File: config.mk
export PLATFORM = sky130hd
export DESIGN_NAME = des_cbc_output_stage_flat
export DESIGN_NICKNAME = d
export VERILOG_FILES = /design/src/rtl/des_pkg.sv /design/src/rtl/des_cbc_output_stage_if.sv /design/src/rtl/block_serializer.sv /design/src/rtl/des_cbc_output_stage.sv /design/src/flat_wrapper.sv
export SDC_FILE = /design/constraint.sdc
export NUM_CORES = 1
export LEC_CHECK = 0
export CAP_MARGIN = 20
export CORE_MARGIN = 10
export CORE_UTILIZATION = 25
export DETAILED_ROUTE_END_ITERATION = 6
export DONT_BUFFER_PORTS = 1
export PLACE_DENSITY = 0.35
export SLEW_MARGIN = 20
export SYNTH_ARGS = -nofsm -noshare
export SYNTH_HDL_FRONTEND = slang
export SYNTH_SLANG_ARGS = --single-unit
File: constraint.sdc
create_clock -name clk -period 2.55 [get_ports clk]
set_input_delay 0.765 -clock clk [delete_from_list [all_inputs] [get_ports clk]]
set_output_delay 0.765 -clock clk [all_outputs]
set_load 0.02 [all_outputs]
File: src/rtl/des_pkg.sv
// Shared types and sizes for the DES CBC output stage.
package des_pkg;
    localparam int unsigned BLOCK_W         = 64;
    localparam int unsigned BYTE_W          = 8;
    localparam int unsigned BYTES_PER_BLOCK = 8;
    localparam int unsigned CNT_W           = $clog2(BYTES_PER_BLOCK);

    // Bit 1 is the MSB, matching DES numbering.
    typedef logic [1:BLOCK_W] des_block_t;
    typedef logic [1:BYTE_W]  des_byte_t;

    typedef enum logic {
        IDLE = 1'b0,
        SEND = 1'b1
    } state_t;
endpackage

File: src/rtl/des_cbc_output_stage_if.sv
// Block-in / byte-out handshake bundle; master is the environment, slave is the stage.
interface des_cbc_output_stage_if;
    import des_pkg::*;

    logic       iv_load;
    des_block_t iv;
    logic       in_valid;
    logic       in_ready;
    des_block_t ct;
    des_block_t pt_raw;
    logic       out_valid;
    logic       out_ready;
    des_byte_t  out_byte;
    logic       out_last;

    modport master (
        output iv_load, iv, in_valid, ct, pt_raw, out_ready,
        input  in_ready, out_valid, out_byte, out_last
    );

    modport slave (
        input  iv_load, iv, in_valid, ct, pt_raw, out_ready,
        output in_ready, out_valid, out_byte, out_last
    );
endinterface

File: src/rtl/block_serializer.sv
// 64-to-8 shift register presenting a block MSB-first over valid/ready.
module block_serializer
    import des_pkg::*;
(
    input  logic       clk,
    input  logic       rst,
    input  logic       load,
    input  des_block_t load_data,
    input  logic       out_ready,
    output logic       out_valid,
    output des_byte_t  out_byte,
    output logic       out_last,
    output logic       can_load_c
);
    state_t           state_q, state_d;
    logic [CNT_W-1:0] cnt_q, cnt_d;
    des_block_t       shreg_q, shreg_d;

    always_ff @(posedge clk) begin
        if (rst) begin
            state_q <= IDLE;
            cnt_q   <= '0;
            shreg_q <= '0;
        end else begin
            state_q <= state_d;
            cnt_q   <= cnt_d;
            shreg_q <= shreg_d;
        end
    end

    always_comb begin
        state_d    = state_q;
        cnt_d      = cnt_q;
        shreg_d    = shreg_q;
        out_valid  = (state_q == SEND);
        out_byte   = out_valid ? shreg_q[1:BYTE_W] : '0;
        out_last   = out_valid && (cnt_q == CNT_W'(BYTES_PER_BLOCK - 1));
        // A new block may land on the same edge as the final byte handshake.
        can_load_c = !rst && ((state_q == IDLE) || (out_last && out_ready));

        if (out_valid && out_ready) begin
            shreg_d = shreg_q << BYTE_W;
            if (out_last) begin
                cnt_d   = '0;
                state_d = IDLE;
            end else begin
                cnt_d = cnt_q + CNT_W'(1);
            end
        end

        if (load) begin
            shreg_d = load_data;
            cnt_d   = '0;
            state_d = SEND;
        end
    end
endmodule

File: src/rtl/des_cbc_output_stage.sv
// Undoes CBC chaining on DES core output and streams the plaintext out as bytes.
module des_cbc_output_stage
    import des_pkg::*;
#(
    parameter bit CBC_EN = 1'b1
) (
    input logic                   clk,
    input logic                   rst,
    des_cbc_output_stage_if.slave bus
);
    des_block_t chain_q;
    des_block_t ch_eff;
    des_block_t blk_in;
    logic       can_load_c;
    logic       accept;

    always_comb begin
        ch_eff = bus.iv_load ? bus.iv : chain_q;
        blk_in = CBC_EN ? (bus.pt_raw ^ ch_eff) : bus.pt_raw;
        accept = bus.in_valid && can_load_c;
    end

    assign bus.in_ready = can_load_c;

    // Chain register: accepted ciphertext wins over a concurrent IV load.
    always_ff @(posedge clk) begin
        if (rst || !CBC_EN) begin
            chain_q <= '0;
        end else if (accept) begin
            chain_q <= bus.ct;
        end else if (bus.iv_load) begin
            chain_q <= bus.iv;
        end
    end

    block_serializer u_ser (
        .clk        (clk),
        .rst        (rst),
        .load       (accept),
        .load_data  (blk_in),
        .out_ready  (bus.out_ready),
        .out_valid  (bus.out_valid),
        .out_byte   (bus.out_byte),
        .out_last   (bus.out_last),
        .can_load_c (can_load_c)
    );
endmodule
File: src/flat_wrapper.sv
// flat-port wrapper written by rule: the top's interface ports become plain ports
module des_cbc_output_stage_flat import des_pkg::*;
#(
    parameter bit CBC_EN = 1'b1
)
  (clk, rst, bus_iv_load, bus_iv, bus_in_valid, bus_ct, bus_pt_raw, bus_out_ready, bus_in_ready, bus_out_valid, bus_out_byte, bus_out_last);
  des_cbc_output_stage_if bus_i ();
  input logic clk;
  input logic rst;
  input wire logic [$bits(bus_i.iv_load)-1:0] bus_iv_load;
  input wire logic [$bits(bus_i.iv)-1:0] bus_iv;
  input wire logic [$bits(bus_i.in_valid)-1:0] bus_in_valid;
  input wire logic [$bits(bus_i.ct)-1:0] bus_ct;
  input wire logic [$bits(bus_i.pt_raw)-1:0] bus_pt_raw;
  input wire logic [$bits(bus_i.out_ready)-1:0] bus_out_ready;
  output wire logic [$bits(bus_i.in_ready)-1:0] bus_in_ready;
  output wire logic [$bits(bus_i.out_valid)-1:0] bus_out_valid;
  output wire logic [$bits(bus_i.out_byte)-1:0] bus_out_byte;
  output wire logic [$bits(bus_i.out_last)-1:0] bus_out_last;
  assign bus_i.iv_load = bus_iv_load;
  assign bus_i.iv = bus_iv;
  assign bus_i.in_valid = bus_in_valid;
  assign bus_i.ct = bus_ct;
  assign bus_i.pt_raw = bus_pt_raw;
  assign bus_i.out_ready = bus_out_ready;
  assign bus_in_ready = bus_i.in_ready;
  assign bus_out_valid = bus_i.out_valid;
  assign bus_out_byte = bus_i.out_byte;
  assign bus_out_last = bus_i.out_last;
  des_cbc_output_stage #(.CBC_EN(CBC_EN)) u_core (.clk(clk), .rst(rst), .bus(bus_i));
endmodule
* Word level (Yosys, flattened, before mapping)
Index checks and enable logic that the tools add are counted.
** Word-level totals
- Register bits :: 132
- Input port bits :: 197
- Output and inout bits :: 11
** Cells by class
- Add/sub/neg operators :: 1
- Equal/unequal tests :: 1
- Multiplexer cells :: 9
- Bitwise logic cells :: 2
- Reduce and logical (&&, ||, !) cells :: 11
** Operator list (count)
- 64-bit 2-to-1 mux :: 4
- 64-bit bitwise XOR :: 1
- 8-bit 2-to-1 mux :: 1
- 1-bit logical AND :: 5
- 2-bit nonzero test :: 2
- 3-bit by 1-bit adder with 3-bit output (second input constant) :: 1
- 3-bit == test (second input constant) :: 1
- 1-bit 2-to-1 mux :: 3
- 3-bit 2-to-1 mux :: 1
- 2-bit AND reduction :: 1
- 2-bit OR reduction :: 1
- 1-bit logical NOT :: 1
- 1-bit logical OR :: 1
- 1-bit inverter :: 1

* Depth between registers and ports, before layout
- Depth after elaboration :: 8
- Mapped depth :: 7
- Gate-level depth less buffers :: 5

* Modules after synthesis
A second synthesis with hierarchy kept.
** Unflattened totals
- Cell total of the unflattened synthesis :: 741
- Area total of the unflattened synthesis :: 7264.5 µm²
** By module, submodules not included
- des_cbc_output_stage :: times used 1, cells each 357, area an instance 3741.1 µm²
- block_serializer :: times used 1, cells each 384, area an instance 3523.4 µm²

* Worst setup path before layout
Ideal clock, no wire load.
- Kind :: input-to-output
- Start :: input port bus_out_ready
- End :: output port bus_in_ready
- Data arrival time :: 1643 ps
- Required time :: 1785 ps
- Path slack :: 142 ps
- Stages :: 4
- Path buffers :: 2
- Cell sequence :: a21bo_2 -> buf_2 -> buf_2 -> nor2b_1
** On the way
- Word-level cells in the longest chain between the ends :: 3
** Ends and longest elaborated chain
- start: declaration :: RTL line flat_wrapper.sv:15 : input wire logic [$bits(bus_i.out_ready)-1:0] bus_out_ready;
- 1-bit logical AND :: RTL line block_serializer.sv:39 : can_load_c = !rst && ((state_q == IDLE) || (out_last && out_ready));
- 1-bit logical OR :: RTL line block_serializer.sv:39
- 1-bit logical AND :: RTL line block_serializer.sv:39
- end: declaration :: RTL line flat_wrapper.sv:16 : output wire logic [$bits(bus_i.in_ready)-1:0] bus_in_ready;
No other way between the ends.

* Final worst setup path
- Start :: register u_core.u_ser.cnt_q[0]
- End :: output port bus_in_ready
** On the way
- Word-level cells in the longest chain between the ends :: 5
** Ends and longest elaborated chain
- start: declaration :: RTL line block_serializer.sv:16 : logic [CNT_W-1:0] cnt_q, cnt_d;
- start signal: assignment :: RTL line block_serializer.sv:26 : cnt_q <= cnt_d;
- 3-bit == test :: RTL line block_serializer.sv:37 : out_last = out_valid && (cnt_q == CNT_W'(BYTES_PER_BLOCK - 1));
- 1-bit logical AND :: RTL line block_serializer.sv:37
- 1-bit logical AND :: RTL line block_serializer.sv:39
- 1-bit logical OR :: RTL line block_serializer.sv:39
- 1-bit logical AND :: RTL line block_serializer.sv:39
No other way between the ends.

==> flow_metrics.py <==
metrics = {
    "synth": {
        "yosys_warnings": 0,
        "synth.distinct_cells": 29,
        "ys_ff_latch": 132,
        "syn-cell-area_um2": 6955,
        "ys_seq_area_frac": 0.3799,
        "syn_nets": 812,
        "avgSynthCellArea_um2": 11.35,
        "syn_inst": 613,
    },
    "detailed_routing": {
        "drt-total-wl_mm": 22.50,
        "drc": 0,
        "avgViaCountPerCell": 5.013,
        "drt_iter0_markers": 222,
        "dr.pass1.iters": 4,
        "vias": 4848,
        "wl_per_cell_um": 23.27,
        "detail-route-antenna-nets": 0,
    },
    "global_route": {
        "grt-ovfl-total": 0,
        "antenna_found_initial": 0,
        "grt_pass1_wl_mm": 34.22,
        "track_usage": 0.1266,
        "grt_max_degree": 77,
        "first_global_vias": 5249,
    },
    "finish": {
        "diodes": 0,
        "drive_gt1_frac": 0.2479,
        "fin_nets": 775,
        "final_core_util": 0.2836,
        "layout_commonest_cell": "dfxtp_1",
        "area.growth.synth_to_final_pct": 12.65,
        "layout_common_cells": "dfxtp_1 (131), mux2i_1 (73), xor2_1 (64), and3_1 (56), a211oi_2 (56)",
        "stdcell_count": 967,
        "fillers": 2886,
    },
    "floorplan": {
        "rows": 61,
        "initial_core_util": 0.2517,
        "io_pins": 208,
        "die_x_um": 186.8,
        "die_area_um2": 34890,
        "die_h_um": 186.8,
        "core_area_um2": 27630,
    },
    "power_and_ir_drop": {
        "intPower_uw": 4208,
        "p_leak_uw": 0.002913,
        "p_per_area_nw_per_um2": 732.9,
        "seqPwrFrac": 0.402,
        "swShare": 0.2671,
        "vdd_ir_drop_max_mv": 0.2556,
        "power_frac_comb": 0.134,
        "p_switching_uw": 1534,
        "clkPwrFrac": 0.463,
    },
    "timing": {
        "tightest_slew_ps": 775.6,
        "rsz0062_at_grt": "no",
        "clock_skew_ps": 9.867,
        "finalHoldViolCount": 0,
        "finalCriticalPeriod_ps": 2442,
        "finalSetupViolations": 0,
        "maxSlewViolCount": 0,
        "setup_tns_ps": 0,
        "relSlewSlack": 0.4829,
        "max_freq_ghz": 0.4094,
        "min_period_over_period": 0.9578,
    },
    "setup_path": {
        "critical_path_class": "reg -> out",
        "cp_max_fo": 4,
        "cp-start-kind": "flop",
        "end_kind": "output pin",
        "reg2reg_slack_ps": 270,
        "cp_data_arrival_time_ps": 1680,
        "required_ps": 1790,
    },
    "cts": {
        "clk_latency_ps": 420,
        "numCtsBuffers": 17,
        "tritoncts": "built",
        "cts_htree_levels": 4,
        "cts_buffer_depth": 2,
        "clkTransAtPathRegs_ps": 70,
        "cts-root-buf": "clkbuf_16",
        "ctsResizeCount": 0,
        "cts.sinks": 132,
    },
    "min_path": {
        "hp-class": "in -> reg",
    },
    "job": {
        "drv_cap": 0,
    },
    "place": {
        "hpwl_mm": 15.59,
        "placed_cells": 934,
        "gp_congestion": 0.7112,
        "portBuffers": 0,
    },
    "status": {
        "run_status": "finished, final reports clean",
    },
}
-- final cells by class --
| type | instances | area [µm²] | share of cell area |
|---|---|---|---|
| repair buffers | 13 | 172.7 | 0.02204 |
| multi-input cells | 411 | 3913 | 0.4994 |
| inverters | 1 | 3.754 | 0.0004791 |
| flip-flops and latches | 132 | 2644 | 0.3374 |
| clock inverters | 15 | 203.9 | 0.02603 |
| clock buffers | 17 | 425.4 | 0.05430 |
| well taps | 378 | 473.0 | 0.06036 |
-- stage by stage --
stage / power, µW / worst slack [ps] / area (µm²) / hold WS [ps]
after floorplan: 3006 / 142.2 / 6955 / 445.2
after global placement: 3133 / 354.8 / 7198 / 458.3
after detailed placement: 3147 / 309.2 / 7198 / 463.3
after CTS: 5870 / 75.29 / 7835 / 390.5
after global routing: 6020 / 53.03 / 7835 / 382.3
final: 5742 / 107.6 / 7835 / 401.7
-- kinds of logic (layout without fill, tap and decap cells) --
| logic type | Yosys count | in the layout | synth area share |
|---|---|---|---|
| buffers and inverters | 70 | 46 | 0.06080 |
| xor gates and xnor gates | 64 | 64 | 0.08059 |
| adders and majority gates | 2 | 2 | 0.003597 |
| muxes | 73 | 73 | 0.1051 |
| AOI/OAI and AO/OA | 181 | 181 | 0.2894 |
| and+or+nand+nor | 91 | 91 | 0.08059 |
| DFF | 132 | 132 | 0.3799 |
-- power by group through the flow --
stage | clock network, µW | registers, µW | logic, µW
after detailed placement | 0 | 2350 | 793
after global routing | 2840 | 2320 | 855
after floorplan | 0 | 2320 | 687
after global placement | 0 | 2350 | 780
final | 2660 | 2310 | 772
after CTS | 2760 | 2310 | 799
-- critical path, stage by stage (launching register included) --
cell and delay [ps]:
dfxtp_1 330, ha_1 200, ha_1 230, a21bo_4 230
nor2b_1 130, buf_4 150
-- synth_stat cells --
cell type / number / area [µm²]
dfxtp_1: 132 / 2643
o31ai_1: 8 / 60.06
clkbuf_2: 1 / 5.000
a221oi_1: 26 / 227.7
a21oi_2: 2 / 17.52
buf_4: 8 / 60.06
and3_1: 56 / 350.3
nor2b_1: 2 / 12.51
clkbuf_1: 27 / 101.4
xor2_1: 64 / 560.5
a21bo_2: 1 / 10.01
and2_4: 1 / 8.760
mux2i_1: 73 / 730.7
nand3b_1: 8 / 60.06
nand4b_1: 1 / 8.760
a211oi_2: 56 / 700.7
nand3_1: 9 / 45.04
buf_6: 14 / 157.7
and2_1: 9 / 56.30
o2bb2ai_2: 7 / 105.1
a21o_1: 1 / 7.510
inv_1: 1 / 3.750
buf_2: 19 / 95.09
o2bb2ai_1: 49 / 429.2
nor2_1: 2 / 7.510
a221oi_2: 30 / 450.4
nand2_1: 3 / 11.26
ha_1: 2 / 25.02
a21oi_1: 1 / 5.000
-- state kept, by name, indices dropped and copies added, names as in the netlist --
| signal | cells |
|---|---|
| u_core.u_ser.shreg_q | 64 |
| u_core.u_ser.cnt_q | 3 |
| u_core.u_ser.out_valid | 1 |
| u_core.chain_q | 64 |
-- what timing repair did --
item                       in CTS  in global routing
buffers inserted                1                  0
setup endpoints to repair       1                  0
hold buffers                    0                  0
-- layer usage --
metal | share of wire | routed length (µm) | vias up | GRT usage
li1 | - | - | 2293 | -
met1 | 0.44 | 9808 | 2400 | 0.1532
met4 | 0.011 | 246 | 0 | 0.03505
met3 | 0.055 | 1234 | 16 | 0.03654
met2 | 0.50 | 11210 | 139 | 0.2139
met5 | 0 | 0 | - | 0
-- worst paths after layout --
check,to,depth (start not counted),startpoint
worst max-delay path,bus_in_ready,5,u_core.u_ser.cnt_q[0]
worst min-delay path,u_core.u_ser.shreg_q[31],1,rst
worst max register to register,u_core.chain_q[62],7,u_core.u_ser.cnt_q[0]
worst min register to register,u_core.u_ser.cnt_q[2],2,u_core.u_ser.cnt_q[2]
Note: power is estimated with default switching activity, not from simulation.
